===== config.mk =====
export PLATFORM = sky130hd
export DESIGN_NAME = spi_shift_engine_flat
export DESIGN_NICKNAME = d
export VERILOG_FILES = /design/src/rtl/spi_shift_engine_if.sv /design/src/rtl/spi_shift_engine.sv /design/src/flat_wrapper.sv
export SDC_FILE = /design/constraint.sdc
export NUM_CORES = 1
export LEC_CHECK = 0
export ABC_CLOCK_PERIOD_IN_PS = 5300
export CORE_UTILIZATION = 51
export DETAILED_ROUTE_END_ITERATION = 12
export PLACE_DENSITY = 0.72
export SYNTH_ARGS = -nofsm -noshare
export SYNTH_HDL_FRONTEND = slang
export SYNTH_SLANG_ARGS = --single-unit

===== constraint.sdc =====
create_clock -name Clock -period 5.3 [get_ports Clock]
set_input_delay 1.06 -clock Clock [delete_from_list [all_inputs] [get_ports Clock]]
set_output_delay 1.06 -clock Clock [all_outputs]
set_load 0.02 [all_outputs]

===== src/rtl/spi_shift_engine_if.sv =====
// Bundle of the SPI shift engine's FIFO handshakes, configuration and serial pins.
// The engine takes the master modport; the FIFOs, configuration and SPI slave side take the slave modport.
interface spi_shift_engine_if #(
  parameter int unsigned FIFOWIDTH = 32
);
  logic                 Enable;
  logic [7:0]           BaudDiv;
  logic [4:0]           WordSize;
  logic                 CPOL;
  logic                 CPHA;
  logic                 TxEmpty;
  logic [FIFOWIDTH-1:0] TxData;
  logic                 TxRead;
  logic                 RxFull;
  logic [FIFOWIDTH-1:0] RxData;
  logic                 RxWrite;
  logic                 RxDrop;
  logic                 Busy;
  logic                 SCLK;
  logic                 MOSI;
  logic                 MISO;
  logic                 CS_n;

  modport master (
    input  Enable, BaudDiv, WordSize, CPOL, CPHA, TxEmpty, TxData, RxFull, MISO,
    output TxRead, RxData, RxWrite, RxDrop, Busy, SCLK, MOSI, CS_n
  );

  modport slave (
    output Enable, BaudDiv, WordSize, CPOL, CPHA, TxEmpty, TxData, RxFull, MISO,
    input  TxRead, RxData, RxWrite, RxDrop, Busy, SCLK, MOSI, CS_n
  );
endinterface


===== src/rtl/spi_shift_engine.sv =====
// SPI master shift engine: pops TX words, shifts them MSB-first on MOSI/SCLK under CS_n,
// samples MISO in the same frame and pushes the received word to the RX FIFO.
module spi_shift_engine #(
  parameter int unsigned FIFOWIDTH = 32
) (
  input  logic               Clock,
  input  logic               Reset,
  spi_shift_engine_if.master bus
);
  localparam int unsigned W    = FIFOWIDTH;
  localparam int unsigned DIVW = 8;
  localparam int unsigned CNTW = 6;
  localparam int unsigned WSW  = 5;

  typedef enum logic [2:0] {IDLE, POP, LOAD, LEAD, SHIFT, TRAIL, GAP} state_t;

  state_t          state;
  logic [DIVW-1:0] div_cnt;
  logic [DIVW-1:0] baud_q;
  logic [CNTW-1:0] edge_cnt;
  logic            shift_done;
  logic [WSW-1:0]  ws_q;
  logic            cpol_q;
  logic            cpha_q;
  logic [W-1:0]    tx_sreg;
  logic [W-1:0]    rx_sreg;
  logic [W-1:0]    rx_data;
  logic            tx_read;
  logic            rx_write;
  logic            rx_drop;
  logic            busy;
  logic            sclk;
  logic            mosi;
  logic            cs_n;

  logic [WSW-1:0]  ws_eff_c;
  logic [W-1:0]    tx_aligned_c;
  logic            tick_c;
  logic            odd_edge_c;
  logic            final_edge_c;
  logic            sample_c;
  logic            drive_c;

  // Word size clamped to the data width; TX word left-justified so bit N-1 sits at the MSB.
  assign ws_eff_c     = ({1'b0, bus.WordSize} >= 6'(W)) ? WSW'(W - 1) : bus.WordSize;
  assign tx_aligned_c = bus.TxData << (WSW'(W - 1) - ws_eff_c);

  assign tick_c       = (div_cnt == baud_q);
  assign odd_edge_c   = ~edge_cnt[0];
  assign final_edge_c = (edge_cnt == {ws_q, 1'b1});
  assign sample_c     = cpha_q ? ~odd_edge_c : odd_edge_c;
  assign drive_c      = cpha_q ? odd_edge_c : (~odd_edge_c & ~final_edge_c);

  always_ff @(posedge Clock or posedge Reset) begin
    if (Reset) begin
      state      <= IDLE;
      div_cnt    <= '0;
      baud_q     <= '0;
      edge_cnt   <= '0;
      shift_done <= 1'b0;
      ws_q       <= '0;
      cpol_q     <= 1'b0;
      cpha_q     <= 1'b0;
      tx_sreg    <= '0;
      rx_sreg    <= '0;
      rx_data    <= '0;
      tx_read    <= 1'b0;
      rx_write   <= 1'b0;
      rx_drop    <= 1'b0;
      busy       <= 1'b0;
      sclk       <= 1'b0;
      mosi       <= 1'b0;
      cs_n       <= 1'b1;
    end else begin
      tx_read  <= 1'b0;
      rx_write <= 1'b0;
      rx_drop  <= 1'b0;
      case (state)
        IDLE: begin
          sclk <= bus.CPOL;
          if (bus.Enable && !bus.TxEmpty) begin
            state   <= POP;
            tx_read <= 1'b1;
            busy    <= 1'b1;
          end
        end
        POP: state <= LOAD;
        LOAD: begin
          baud_q     <= bus.BaudDiv;
          ws_q       <= ws_eff_c;
          cpol_q     <= bus.CPOL;
          cpha_q     <= bus.CPHA;
          sclk       <= bus.CPOL;
          rx_sreg    <= '0;
          cs_n       <= 1'b0;
          div_cnt    <= '0;
          edge_cnt   <= '0;
          shift_done <= 1'b0;
          if (!bus.CPHA) begin
            mosi    <= tx_aligned_c[W-1];
            tx_sreg <= {tx_aligned_c[W-2:0], 1'b0};
          end else begin
            tx_sreg <= tx_aligned_c;
          end
          state <= LEAD;
        end
        // LEAD ends with the first SCLK edge; SHIFT then holds one extra half-period after edge 2N.
        LEAD, SHIFT: begin
          if (tick_c) begin
            div_cnt <= '0;
            if (shift_done) begin
              state <= TRAIL;
            end else begin
              sclk <= ~sclk;
              if (sample_c) rx_sreg <= {rx_sreg[W-2:0], bus.MISO};
              if (drive_c) begin
                mosi    <= tx_sreg[W-1];
                tx_sreg <= {tx_sreg[W-2:0], 1'b0};
              end
              if (final_edge_c) shift_done <= 1'b1;
              else              edge_cnt   <= edge_cnt + CNTW'(1);
              state <= SHIFT;
            end
          end else begin
            div_cnt <= div_cnt + DIVW'(1);
          end
        end
        TRAIL: begin
          if (tick_c) begin
            div_cnt <= '0;
            cs_n    <= 1'b1;
            rx_data <= rx_sreg;
            if (bus.RxFull) rx_drop  <= 1'b1;
            else            rx_write <= 1'b1;
            state <= GAP;
          end else begin
            div_cnt <= div_cnt + DIVW'(1);
          end
        end
        GAP: begin
          if (tick_c) begin
            div_cnt <= '0;
            sclk    <= cpol_q;
            if (bus.Enable && !bus.TxEmpty) begin
              state   <= POP;
              tx_read <= 1'b1;
            end else begin
              state <= IDLE;
              busy  <= 1'b0;
            end
          end else begin
            div_cnt <= div_cnt + DIVW'(1);
          end
        end
        default: state <= IDLE;
      endcase
    end
  end

  assign bus.TxRead  = tx_read;
  assign bus.RxData  = rx_data;
  assign bus.RxWrite = rx_write;
  assign bus.RxDrop  = rx_drop;
  assign bus.Busy    = busy;
  assign bus.SCLK    = sclk;
  assign bus.MOSI    = mosi;
  assign bus.CS_n    = cs_n;
endmodule


===== src/flat_wrapper.sv =====
// flat-port wrapper written by rule: the top's interface ports become plain ports
module spi_shift_engine_flat 
#(
  parameter int unsigned FIFOWIDTH = 32
)
  (Clock, Reset, bus_Enable, bus_BaudDiv, bus_WordSize, bus_CPOL, bus_CPHA, bus_TxEmpty, bus_TxData, bus_RxFull, bus_MISO, bus_TxRead, bus_RxData, bus_RxWrite, bus_RxDrop, bus_Busy, bus_SCLK, bus_MOSI, bus_CS_n);
  spi_shift_engine_if #(.FIFOWIDTH(FIFOWIDTH)) bus_i ();
  input  logic Clock;
  input  logic Reset;
  input wire logic [$bits(bus_i.Enable)-1:0] bus_Enable;
  input wire logic [$bits(bus_i.BaudDiv)-1:0] bus_BaudDiv;
  input wire logic [$bits(bus_i.WordSize)-1:0] bus_WordSize;
  input wire logic [$bits(bus_i.CPOL)-1:0] bus_CPOL;
  input wire logic [$bits(bus_i.CPHA)-1:0] bus_CPHA;
  input wire logic [$bits(bus_i.TxEmpty)-1:0] bus_TxEmpty;
  input wire logic [$bits(bus_i.TxData)-1:0] bus_TxData;
  input wire logic [$bits(bus_i.RxFull)-1:0] bus_RxFull;
  input wire logic [$bits(bus_i.MISO)-1:0] bus_MISO;
  output wire logic [$bits(bus_i.TxRead)-1:0] bus_TxRead;
  output wire logic [$bits(bus_i.RxData)-1:0] bus_RxData;
  output wire logic [$bits(bus_i.RxWrite)-1:0] bus_RxWrite;
  output wire logic [$bits(bus_i.RxDrop)-1:0] bus_RxDrop;
  output wire logic [$bits(bus_i.Busy)-1:0] bus_Busy;
  output wire logic [$bits(bus_i.SCLK)-1:0] bus_SCLK;
  output wire logic [$bits(bus_i.MOSI)-1:0] bus_MOSI;
  output wire logic [$bits(bus_i.CS_n)-1:0] bus_CS_n;
  assign bus_i.Enable = bus_Enable;
  assign bus_i.BaudDiv = bus_BaudDiv;
  assign bus_i.WordSize = bus_WordSize;
  assign bus_i.CPOL = bus_CPOL;
  assign bus_i.CPHA = bus_CPHA;
  assign bus_i.TxEmpty = bus_TxEmpty;
  assign bus_i.TxData = bus_TxData;
  assign bus_i.RxFull = bus_RxFull;
  assign bus_i.MISO = bus_MISO;
  assign bus_TxRead = bus_i.TxRead;
  assign bus_RxData = bus_i.RxData;
  assign bus_RxWrite = bus_i.RxWrite;
  assign bus_RxDrop = bus_i.RxDrop;
  assign bus_Busy = bus_i.Busy;
  assign bus_SCLK = bus_i.SCLK;
  assign bus_MOSI = bus_i.MOSI;
  assign bus_CS_n = bus_i.CS_n;
  spi_shift_engine #(.FIFOWIDTH(FIFOWIDTH)) u_core (.Clock(Clock), .Reset(Reset), .bus(bus_i));
endmodule

==> flow_summary.ini <==
[outcome]
outcome = completed

[floorplanning]
start_util_pct = 52.3
die_y_um = 133
std_cell_rows = 47
io_pins = 92
design.core.area_sq_um = 16600
dieArea_sq_um = 17600
die_w_um = 133

[timing]
worst_slew_pin_slew_ns = 1.17
relSlewSlack_pct = 21.7
min_period_ns = 3.47
setup_viol = 0
rsz0062_at_grt = no
max_freq_ghz = 0.288
finalHoldViolCount = 0
fin_setup_tns_ns = 0
period_share_pct = 65.5
skew_ns = 0.0133
slew_viol_final = 0

[critical_path]
slowest_stage = buf_2
rr_startpoint = u_core.state[0]$_DFFE_PP0P_
critPathTopFamily = buffers and inverters
slowest_delay_ns = 0.72
criticalPathCategory = in2reg
critPathArrivalTime_ns = 3.78
critical_path.startpoint_type = input pin
crit_fanout = 41
worst-r2r-setup-slack_ns = 2.36
cp_cell_sequence = buf_2 > buf_4 > mux2_2 > o22ai_1 > nor4_1 > or4_1 > o21a_1 > a21o_1
cp.required_ns = 5.61
cp.depth = 8
crit_path_end_kind = flop
crit_buf_inv = 2
r2r_cells = 6
worstReg2RegEnd = u_core.tx_sreg[6]$_DFFE_PP0P_

[synth]
synth_top_cell_area_share_pct = 38.8
avgSynthCellArea_sq_um = 9.50
synth.distinct_cells = 76
synth_area_leaders = dfrtp_1 39%, mux2_2 9.8%, nand2_1 7.0%
syn-instance-count = 916
synthArstFlopShare_pct = 100
synth_warnings = 0
ys_seq_elements = 136
synth_largest_area_cell = dfrtp_1
seq_area_frac_synth_pct = 39.1
syn-num-nets = 971
ys.flop_type = dfrtp_1
synth_edf_count = 0
syn_area_sq_um = 8700

[clocking]
clockBufferDepth = 2
htreeDepth = 4
ctsHoldBuffers = 0
ctsRootBufferMaster = clkbuf_16
cts_setup_buffers = 0
ctsResizeCount = 0
numCtsBuffers = 17
clkTransAtPathRegs_ns = 0.06
cts_sinks = 136
cts_tree = yes
insertion_delay_ns = 0.42

[drt]
vias = 7368
drc = 0
drt_iter0_markers = 662
ant_nets = 0
vias_per_cell = 6.12
wl_per_cell_um = 18.5
wirelength_um = 22200
first_pass_iters = 6

[pwr]
p_per_area_nw_per_um2 = 425
power_leakage_uw = 0.00421
ir_drop_uv = 322

[finish]
n_antenna_cell = 0
drive_above_1_share_pct = 16.9
stdcell_count = 1204
final_area_sq_um = 10300
syn_to_final_growth_pct = 18.0
nNetsFinal = 1026

[global_routing]
overflow = 0
grt_pass1_vias = 6864
antenna_found_initial = 0
track_usage_pct = 26.0
grt_pass1_wl_um = 36500
grt_max_degree = 108

[place]
portBuffers = 91
hpwl_um = 15200
placed_cells = 1172
gp_congestion = 0.978
placedInstanceArea_sq_um = 9650

[hold_path]
min_path_type = reg2reg
hold_start = u_core.bus.CS_n$_DFFE_PP1P_
hold_path_end = u_core.bus.CS_n$_DFFE_PP1P_
holdPathStages = 2

[flow_run]
drv_cap = 0
Yosys cell counts, drive strengths merged (6+ instances only):
master,number
nand2b,11
a221oi,12
dfrtp,135
o211ai,11
nand2,163
xor2,6
nor3,14
a21oi,22
o22ai,25
inv,11
nand3,17
nand4,6
a31oi,8
mux2i,23
a32oi,8
nor2,59
mux2,84
o21ai,77
nor2b,10
clkbuf,34
a22oi,6
xnor2,14
mux4,24
buf,36
state kept, by name, indices dropped and copies added, names as in the netlist:
| signal | flops |
|---|---|
| u_core.shift_done | 1 |
| u_core.bus.Busy | 1 |
| u_core.cpha_q | 1 |
| u_core.cpol_q | 1 |
| u_core.tx_sreg | 32 |
| u_core.state | 3 |
| u_core.baud_q | 8 |
| u_core.bus.RxWrite | 1 |
| u_core.rx_sreg | 32 |
| u_core.bus.MOSI | 1 |
| u_core.bus.RxData | 32 |
| u_core.bus.SCLK | 1 |
| u_core.edge_cnt | 6 |
| u_core.div_cnt | 8 |
| u_core.ws_q | 5 |
| u_core.bus.RxDrop | 1 |
| u_core.bus.TxRead | 1 |
| u_core.bus.CS_n | 1 |
final cells by class:
| class | instances | area (sq um) |
|---|---|---|
| inverters | 11 | 46.3 |
| well taps | 220 | 275 |
| repair buffers | 106 | 1010 |
| fillers | 1434 | 6370 |
| multi-input cells | 699 | 4920 |
| clock buffers | 20 | 447 |
| flip-flops and latches | 136 | 3400 |
| clock inverters | 12 | 175 |
how the worst max path moves through the flow:
| stage | from | endpoint |
|---|---|---|
| after floorplan | Reset | u_core.baud_q[0]$_DFFE_PP0P_ |
| after global placement | bus_WordSize[1] | u_core.bus.MOSI$_DFFE_PP0P_ |
| after detailed placement | bus_WordSize[1] | u_core.tx_sreg[31]$_DFFE_PP0P_ |
| after CTS | bus_WordSize[1] | u_core.tx_sreg[31]$_DFFE_PP0P_ |
| after global routing | bus_WordSize[1] | u_core.tx_sreg[12]$_DFFE_PP0P_ |
| final | bus_WordSize[1] | u_core.tx_sreg[31]$_DFFE_PP0P_ |
worst reg2reg max path: stages, from the launching register on:
cell and delay, ns:
dfrtp_1 0.59, and3b_1 0.33, nor2_2 0.72, o31ai_1 0.13, buf_4 0.22, o21ai_1 0.51
o21ai_0 0.27
through the flow:
stage / hold WS, ns / setup WS, ns / utilization (%) / total power [uW]
3_3_place_gp: 0.450 / 1.42 / 58.0 / 3080
2_1_floorplan: 0.443 / 0.602 / - / 2680
5_1_grt: 0.497 / 1.64 / 61.7 / 4630
3_5_place_dp: 0.451 / 1.41 / 58.0 / 3110
6_report: 0.462 / 1.83 / 61.7 / 4360
4_1_cts: 0.461 / 1.85 / 61.7 / 4370
power by group:
group	switching (uW)	total, uW	internal, uW
clock network	450	1250	799
logic	1010	1660	654
registers	194	1450	1260
total	1650	4360	2710
kinds of logic after synthesis:
logic type               share of synthesized area, %
multiplexers                                     19.8
flip-flops                                       39.1
XOR/XNOR                                         2.01
AND/OR/NAND/NOR                                  16.0
buffers and inverters                            4.44
AO/OA/AOI/OAI                                    18.3
adder cells (fa/ha/maj)                         0.287
placed cells by master (no fill, tap or decap), drive strengths merged, types with 12 or more instances in the layout:
master / synthesis / layout
a21oi: 22 / 22
a221oi: 12 / 12
buf: 36 / 18
clkbuf: 34 / 20
clkdlybuf4s50: 0 / 88
dfrtp: 135 / 135
mux2: 84 / 84
mux2i: 23 / 23
mux4: 24 / 24
nand2: 163 / 163
nand3: 17 / 17
nor2: 59 / 59
nor3: 14 / 14
o21ai: 77 / 77
o22ai: 25 / 25
xnor2: 14 / 14
per-layer routing:
layer,routed length [um],global-route usage (%)
met5,0,0
met4,473,9.45
met3,1390,5.59
met2,10100,39.6
met1,10200,36.6
(Power assumes the default switching activity.)
